<file path="config.mk">
export PLATFORM = sky130hd
export DESIGN_NAME = uart_tx_cfg
export DESIGN_NICKNAME = d
export VERILOG_FILES = /design/src/rtl/uart_pkg.sv /design/src/rtl/uart_baud_gen.sv /design/src/rtl/uart_tx_cfg.sv
export SDC_FILE = /design/constraint.sdc
export NUM_CORES = 1
export LEC_CHECK = 0
export BUFFER_PORTS_ARGS = -buffer_cell sky130_fd_sc_hd__buf_2
export CORE_MARGIN = 3
export CORE_UTILIZATION = 28
export DETAILED_ROUTE_END_ITERATION = 10
export GPL_TIMING_DRIVEN = 0
export SYNTH_ARGS = -nofsm -noshare
export SYNTH_HDL_FRONTEND = slang
export SYNTH_SLANG_ARGS = --single-unit
export TNS_END_PERCENT = 20
</file>
<file path="constraint.sdc">
create_clock -name clk -period 2.2 [get_ports clk]
set_input_delay 0.11 -clock clk [delete_from_list [all_inputs] [get_ports clk]]
set_output_delay 0.11 -clock clk [all_outputs]
set_load 0.1 [all_outputs]
</file>
<file path="src/rtl/uart_pkg.sv">
// uart_pkg: shared types and defaults for the configurable UART blocks
package uart_pkg;
  typedef enum logic [1:0] {PAR_NONE, PAR_EVEN, PAR_ODD} parity_e;
  typedef enum logic [2:0] {IDLE, START, DATA, PAR, STOP} tx_state_e;
  localparam int DEFAULT_CLKS_PER_BIT = 5248;
endpackage

</file>
<file path="src/rtl/uart_baud_gen.sv">
// uart_baud_gen: wrapping bit-period counter with a tick on the last cycle of each period
module uart_baud_gen #(
  parameter int CLKS = 16
) (
  input  logic clk,
  input  logic reset,
  input  logic clr,
  input  logic en,
  output logic bit_end
);
  localparam int W = $clog2(CLKS);
  logic [W-1:0] cnt;
  assign bit_end = en && cnt == W'(CLKS - 1);
  // count 0..CLKS-1 while enabled, held at zero while cleared
  always_ff @(posedge clk or negedge reset)
    if (!reset) cnt <= '0;
    else if (clr) cnt <= '0;
    else if (en) cnt <= bit_end ? '0 : cnt + 1'b1;
endmodule

</file>
<file path="src/rtl/uart_tx_cfg.sv">
// uart_tx_cfg: parametrised UART transmitter with a one-word holding buffer
module uart_tx_cfg import uart_pkg::*; #(
  parameter int CLKS_PER_BIT = DEFAULT_CLKS_PER_BIT,
  parameter int DATA_BITS    = 8,
  parameter int PARITY       = 0,
  parameter int STOP_BITS    = 1
) (
  input  logic                 clk,
  input  logic                 reset,
  input  logic [DATA_BITS-1:0] tx_data,
  input  logic                 tx_valid,
  output logic                 tx_ready,
  output logic                 tx,
  output logic                 busy,
  output logic                 frame_done
);
  if (CLKS_PER_BIT < 2) begin : g_bad_clks
    $error("uart_tx_cfg: CLKS_PER_BIT must be >= 2");
  end
  if (DATA_BITS < 5 || DATA_BITS > 9) begin : g_bad_data
    $error("uart_tx_cfg: DATA_BITS must be 5..9");
  end
  if (PARITY < 0 || PARITY > 2) begin : g_bad_par
    $error("uart_tx_cfg: PARITY must be 0, 1 or 2");
  end
  if (STOP_BITS != 1 && STOP_BITS != 2) begin : g_bad_stop
    $error("uart_tx_cfg: STOP_BITS must be 1 or 2");
  end
  localparam logic HAS_PAR = PARITY != int'(PAR_NONE);
  localparam logic ODD     = PARITY == int'(PAR_ODD);
  tx_state_e state, state_n;
  logic buf_full, buf_full_n, par_acc, par_n, load, shift, bit_end, hs, tx_d, last_data, last_stop;
  logic [DATA_BITS-1:0] buf_data, shreg, shreg_n;
  logic [3:0] idx, idx_n;
  uart_baud_gen #(.CLKS(CLKS_PER_BIT)) u_baud (
    .clk     (clk),
    .reset   (reset),
    .clr     (state == IDLE),
    .en      (state != IDLE),
    .bit_end (bit_end)
  );
  assign hs        = tx_valid && tx_ready;
  assign busy      = state != IDLE || buf_full;
  assign last_data = idx == 4'(DATA_BITS - 1);
  assign last_stop = idx == 4'(STOP_BITS - 1);
  // frame sequencing; a stop period with a queued word chains straight into the next start bit
  always_comb begin
    state_n    = state;
    load       = 1'b0;
    shift      = 1'b0;
    frame_done = 1'b0;
    case (state)
      IDLE:  if (buf_full) begin
               load    = 1'b1;
               state_n = START;
             end
      START: if (bit_end) state_n = DATA;
      DATA:  if (bit_end) begin
               shift = 1'b1;
               if (last_data) state_n = HAS_PAR ? PAR : STOP;
             end
      PAR:   if (bit_end) state_n = STOP;
      STOP:  if (bit_end && last_stop) begin
               frame_done = 1'b1;
               load       = buf_full;
               state_n    = buf_full ? START : IDLE;
             end
      default: state_n = IDLE;
    endcase
  end
  // datapath next values; tx is registered from the next state so it moves on the same edge
  always_comb begin
    shreg_n    = load ? buf_data : shift ? shreg >> 1 : shreg;
    par_n      = load ? 1'b0 : shift ? par_acc ^ shreg[0] : par_acc;
    idx_n      = (load || (shift && last_data)) ? '0 : (shift || (bit_end && state == STOP)) ? idx + 4'd1 : idx;
    buf_full_n = hs || (buf_full && !load);
    tx_d       = state_n == START ? 1'b0 : state_n == DATA ? shreg_n[0] : state_n == PAR ? par_n ^ ODD : 1'b1;
  end
  // state, buffer and line registers
  always_ff @(posedge clk or negedge reset)
    if (!reset) begin
      state    <= IDLE;
      buf_full <= 1'b0;
      buf_data <= '0;
      shreg    <= '0;
      idx      <= '0;
      par_acc  <= 1'b0;
      tx       <= 1'b1;
      tx_ready <= 1'b1;
    end else begin
      state    <= state_n;
      buf_full <= buf_full_n;
      if (hs) buf_data <= tx_data;
      shreg    <= shreg_n;
      idx      <= idx_n;
      par_acc  <= par_n;
      tx       <= tx_d;
      tx_ready <= !buf_full_n;
    end
endmodule

</file>
==> run_results.csv <==
group,metric,value,unit
outcome,outcome,"completed",
synthesis,syn_nets,198,
timing,finalHoldViolCount,0,
global_route,grt_max_degree,41,
synthesis,synth_top_area_cell,"dfrtp_1",
synthesis,synthAdderAreaFrac,0.0190,
floorplanning,core,0.00660,sq mm
cts,clockRootBuffer,"clkbuf_8",
job,max-cap-violations,0,
timing,max_freq,472,MHz
synthesis,synth-xor-area-share,0.0533,
setup_path,crit_required,2.43,ns
cts,cts_tree,"built",
routing,met2_length,1800,um
routing,totalWireLength,4020,um
setup_path,cp.arrival,2.34,ns
global_route,grt_pass1_vias,1453,
timing,maxSlewHeadroom,0.405,
timing,min_period,2.12,ns
cts,h-tree-depth,2,
routing,avgRoutedWirePerCell,13.3,um
synthesis,netlist.area_leader.share,0.482,
placement,io_buffers,14,
layout,syn_to_final_growth,20.3,%
floorplanning,pin_count,15,
floorplanning,die_y,89.9,um
placement,hpwl,2730,um
setup_path,crit_fanout,7,
routing,wl_met1,1970,um
synthesis,yosysMostFrequentCell,"dfrtp_1",
cts,insertion_delay,0.31,ns
timing,fin_skew,0.00649,ns
global_route,gr-total-overflow,0,
timing,finalSetupViolCount,0,
synthesis,synth_compound_area_frac,0.109,
routing,vias_per_cell,4.71,
pwr,power.density,624,mW/mm^2
floorplanning,rows,29,
timing,rsz0062_at_grt,"no",
synthesis,synth_area_leaders,"dfrtp_1, mux2_2, nor2_1, xor2_1, a221o_2",
layout,n_antenna_cell,0,
timing,finalCritPeriodShare,0.963,
routing,drc,0,
routing,top_layer,"met4",
routing,drt-initial-drc-count,67,
cts,path_clk_slew,0.08,ns
synthesis,synth.distinct_cells,47,
synthesis,syn_inst,184,
cts,clkSinkCount,40,
synthesis,synth_edf_count,0,
synthesis,synth_mux_area_frac,0.0628,
setup_path,slowest_delay,0.38,ns
synthesis,synth_commonest_cells,"dfrtp_1, nor2_1, mux2_2",
timing,setup_tns,0,ns
layout,final_util,0.359,
layout,nNetsFinal,223,
synthesis,synth_top_family_by_area,"simple AND/OR/NAND/NOR gates",
routing,wl_met3,156,um
routing,drt_pass1_iterations,6,
setup_path,cp-end-kind,"flop",
layout,layout-drive-gt1-share,0.300,
routing,drtAntennaViolNets,0,
setup_path,crit_path_start_kind,"flop",
global_route,grt_usage,0.108,
synthesis,ys_async_sr_fraction,1.00,
setup_path,slowest_stage,"dfrtp_1",
worst_hold_path,hp-class,"input pin to flop",
floorplanning,die_w,89.9,um
synthesis,ys_seq_elements,40,
setup_path,crit_path_cell_trace,"buf_6, nor4b_4, buf_4, nand4_4, nor3_4, mux2_4, o311a_1",
routing,via_count,1427,
floorplanning,die-area,0.00809,sq mm
synthesis,ys.flop_type,"dfrtp_1",
pwr,ir_worst_vdd,287,uV
timing,worstMarginPinSlew,0.893,ns
synthesis,syn_area_per_cell,10.7,sq um
setup_path,crit_type,"flop to flop",
global_route,antenna_found_initial,0,
floorplanning,start_util,0.299,
cts,clock_path_buffers,2,
pwr,p_leak,1.11,nW
synthesis,synth-seq-area-share,0.509,
timing,slew_viol_final,0,
global_route,grt_pass1_wl,6980,um
synthesis,synth_simple_gate_area_frac,0.211,
synthesis,syn_area,0.00197,sq mm
placement,gp_congestion,0.724,
cts,cts_buffers,5,
synthesis,yosysWarnings,0,
==> report_power, final <==
group | switching [W] | internal (W)
clock network | 0.000265 | 0.000286
logic | 0.0000499 | 0.0000547
registers | 0.0000317 | 0.000793
total | 0.000347 | 0.00113
==> registers in the layout, summed over array words and instances, names as in the netlist <==
| name | flops |
|---|---|
| u_baud.cnt | 13 |
| buf_data | 8 |
| tx_ready | 1 |
| buf_full | 1 |
| state | 3 |
| shreg | 8 |
| tx | 1 |
| idx | 4 |
| par_acc | 1 |
==> worst paths after layout <==
path	start	endpoint	slack [ns]	cells after the start
max	u_baud.cnt[7]	tx	0.08	7
min	tx_data[6]	buf_data[6]	0.03	2
max reg2reg	u_baud.cnt[7]	tx	0.08	7
min reg2reg	shreg[2]	shreg[2]	0.51	1
max in group asynchronous	reset	u_baud.cnt[8]	1.09	2
min in group asynchronous	reset	u_baud.cnt[11]	0.48	2
==> layout make-up <==
| type | count | area [sq um] |
|---|---|---|
| Fill cell | 706 | 4230 |
| Sequential cell | 40 | 1000 |
| Multi-Input combinational cell | 129 | 957 |
| Timing Repair Buffer | 19 | 120 |
| Tap cell | 93 | 116 |
| Clock buffer | 8 | 100 |
| Buffer | 7 | 48.8 |
| Inverter | 7 | 26.3 |
==> per-layer routing <==
layer | GRT usage | vias to the layer above
li1 | - | 701
met1 | 0.148 | 694
met2 | 0.154 | 24
met3 | 0.0242 | 8
met4 | 0.0638 | 0
met5 | 0 | -
==> worst max-delay path: cells and delay by family, from the launching register on <==
family	cells	cell delay, ns
and+or+nand+nor	3	0.69
DFF	1	0.38
muxes	1	0.33
AOI/OAI and AO/OA	1	0.32
buffers and inverters	2	0.31
==> repair_timing <==
action | in CTS | in global routing
setup buffers | 4 | 0
setup endpoints to repair | 3 | 9
gates resized for setup | 4 | 5
hold buffers | 1 | 0
pin swaps | 5 | 4
hold endpoints to repair | 38 | 0
==> cells in the final DEF (no fill, tap or decap), types with 7 or more instances in the layout <==
master	Yosys	layout
clkbuf_8	0	8
inv_1	7	7
dfrtp_1	38	37
mux2_2	11	10
nor2_1	23	23
and3_1	10	10
xor2_1	8	8
nand2_1	10	10
buf_2	2	14
nand3_1	10	9
==> logic make-up (layout without fill, tap and decap cells) <==
group | count (synthesis) | in the layout
flip-flops | 40 | 40
AO/OA/AOI/OAI | 28 | 28
buffers and inverters | 15 | 41
multiplexers | 11 | 11
XOR/XNOR | 12 | 12
AND/OR/NAND/NOR | 75 | 75
adder cells (fa/ha/maj) | 3 | 3
==> stage by stage <==
stage | instances | instance area (sq um) | total power, W | setup slack, ns | hold slack [ns]
floorplan | 184 | 2020 | 0.000901 | -0.313 | -0.186
global placement | 291 | 2210 | 0.000941 | -0.0226 | 0.285
detailed placement | 291 | 2210 | 0.000946 | -0.0480 | 0.288
CTS | 303 | 2350 | 0.00149 | 0.00968 | 0.0279
global route | 303 | 2370 | 0.00155 | 0.00418 | 0.0325
finish | 303 | 2370 | 0.00148 | 0.0822 | 0.0300
Power figures use the tool's default switching activity.
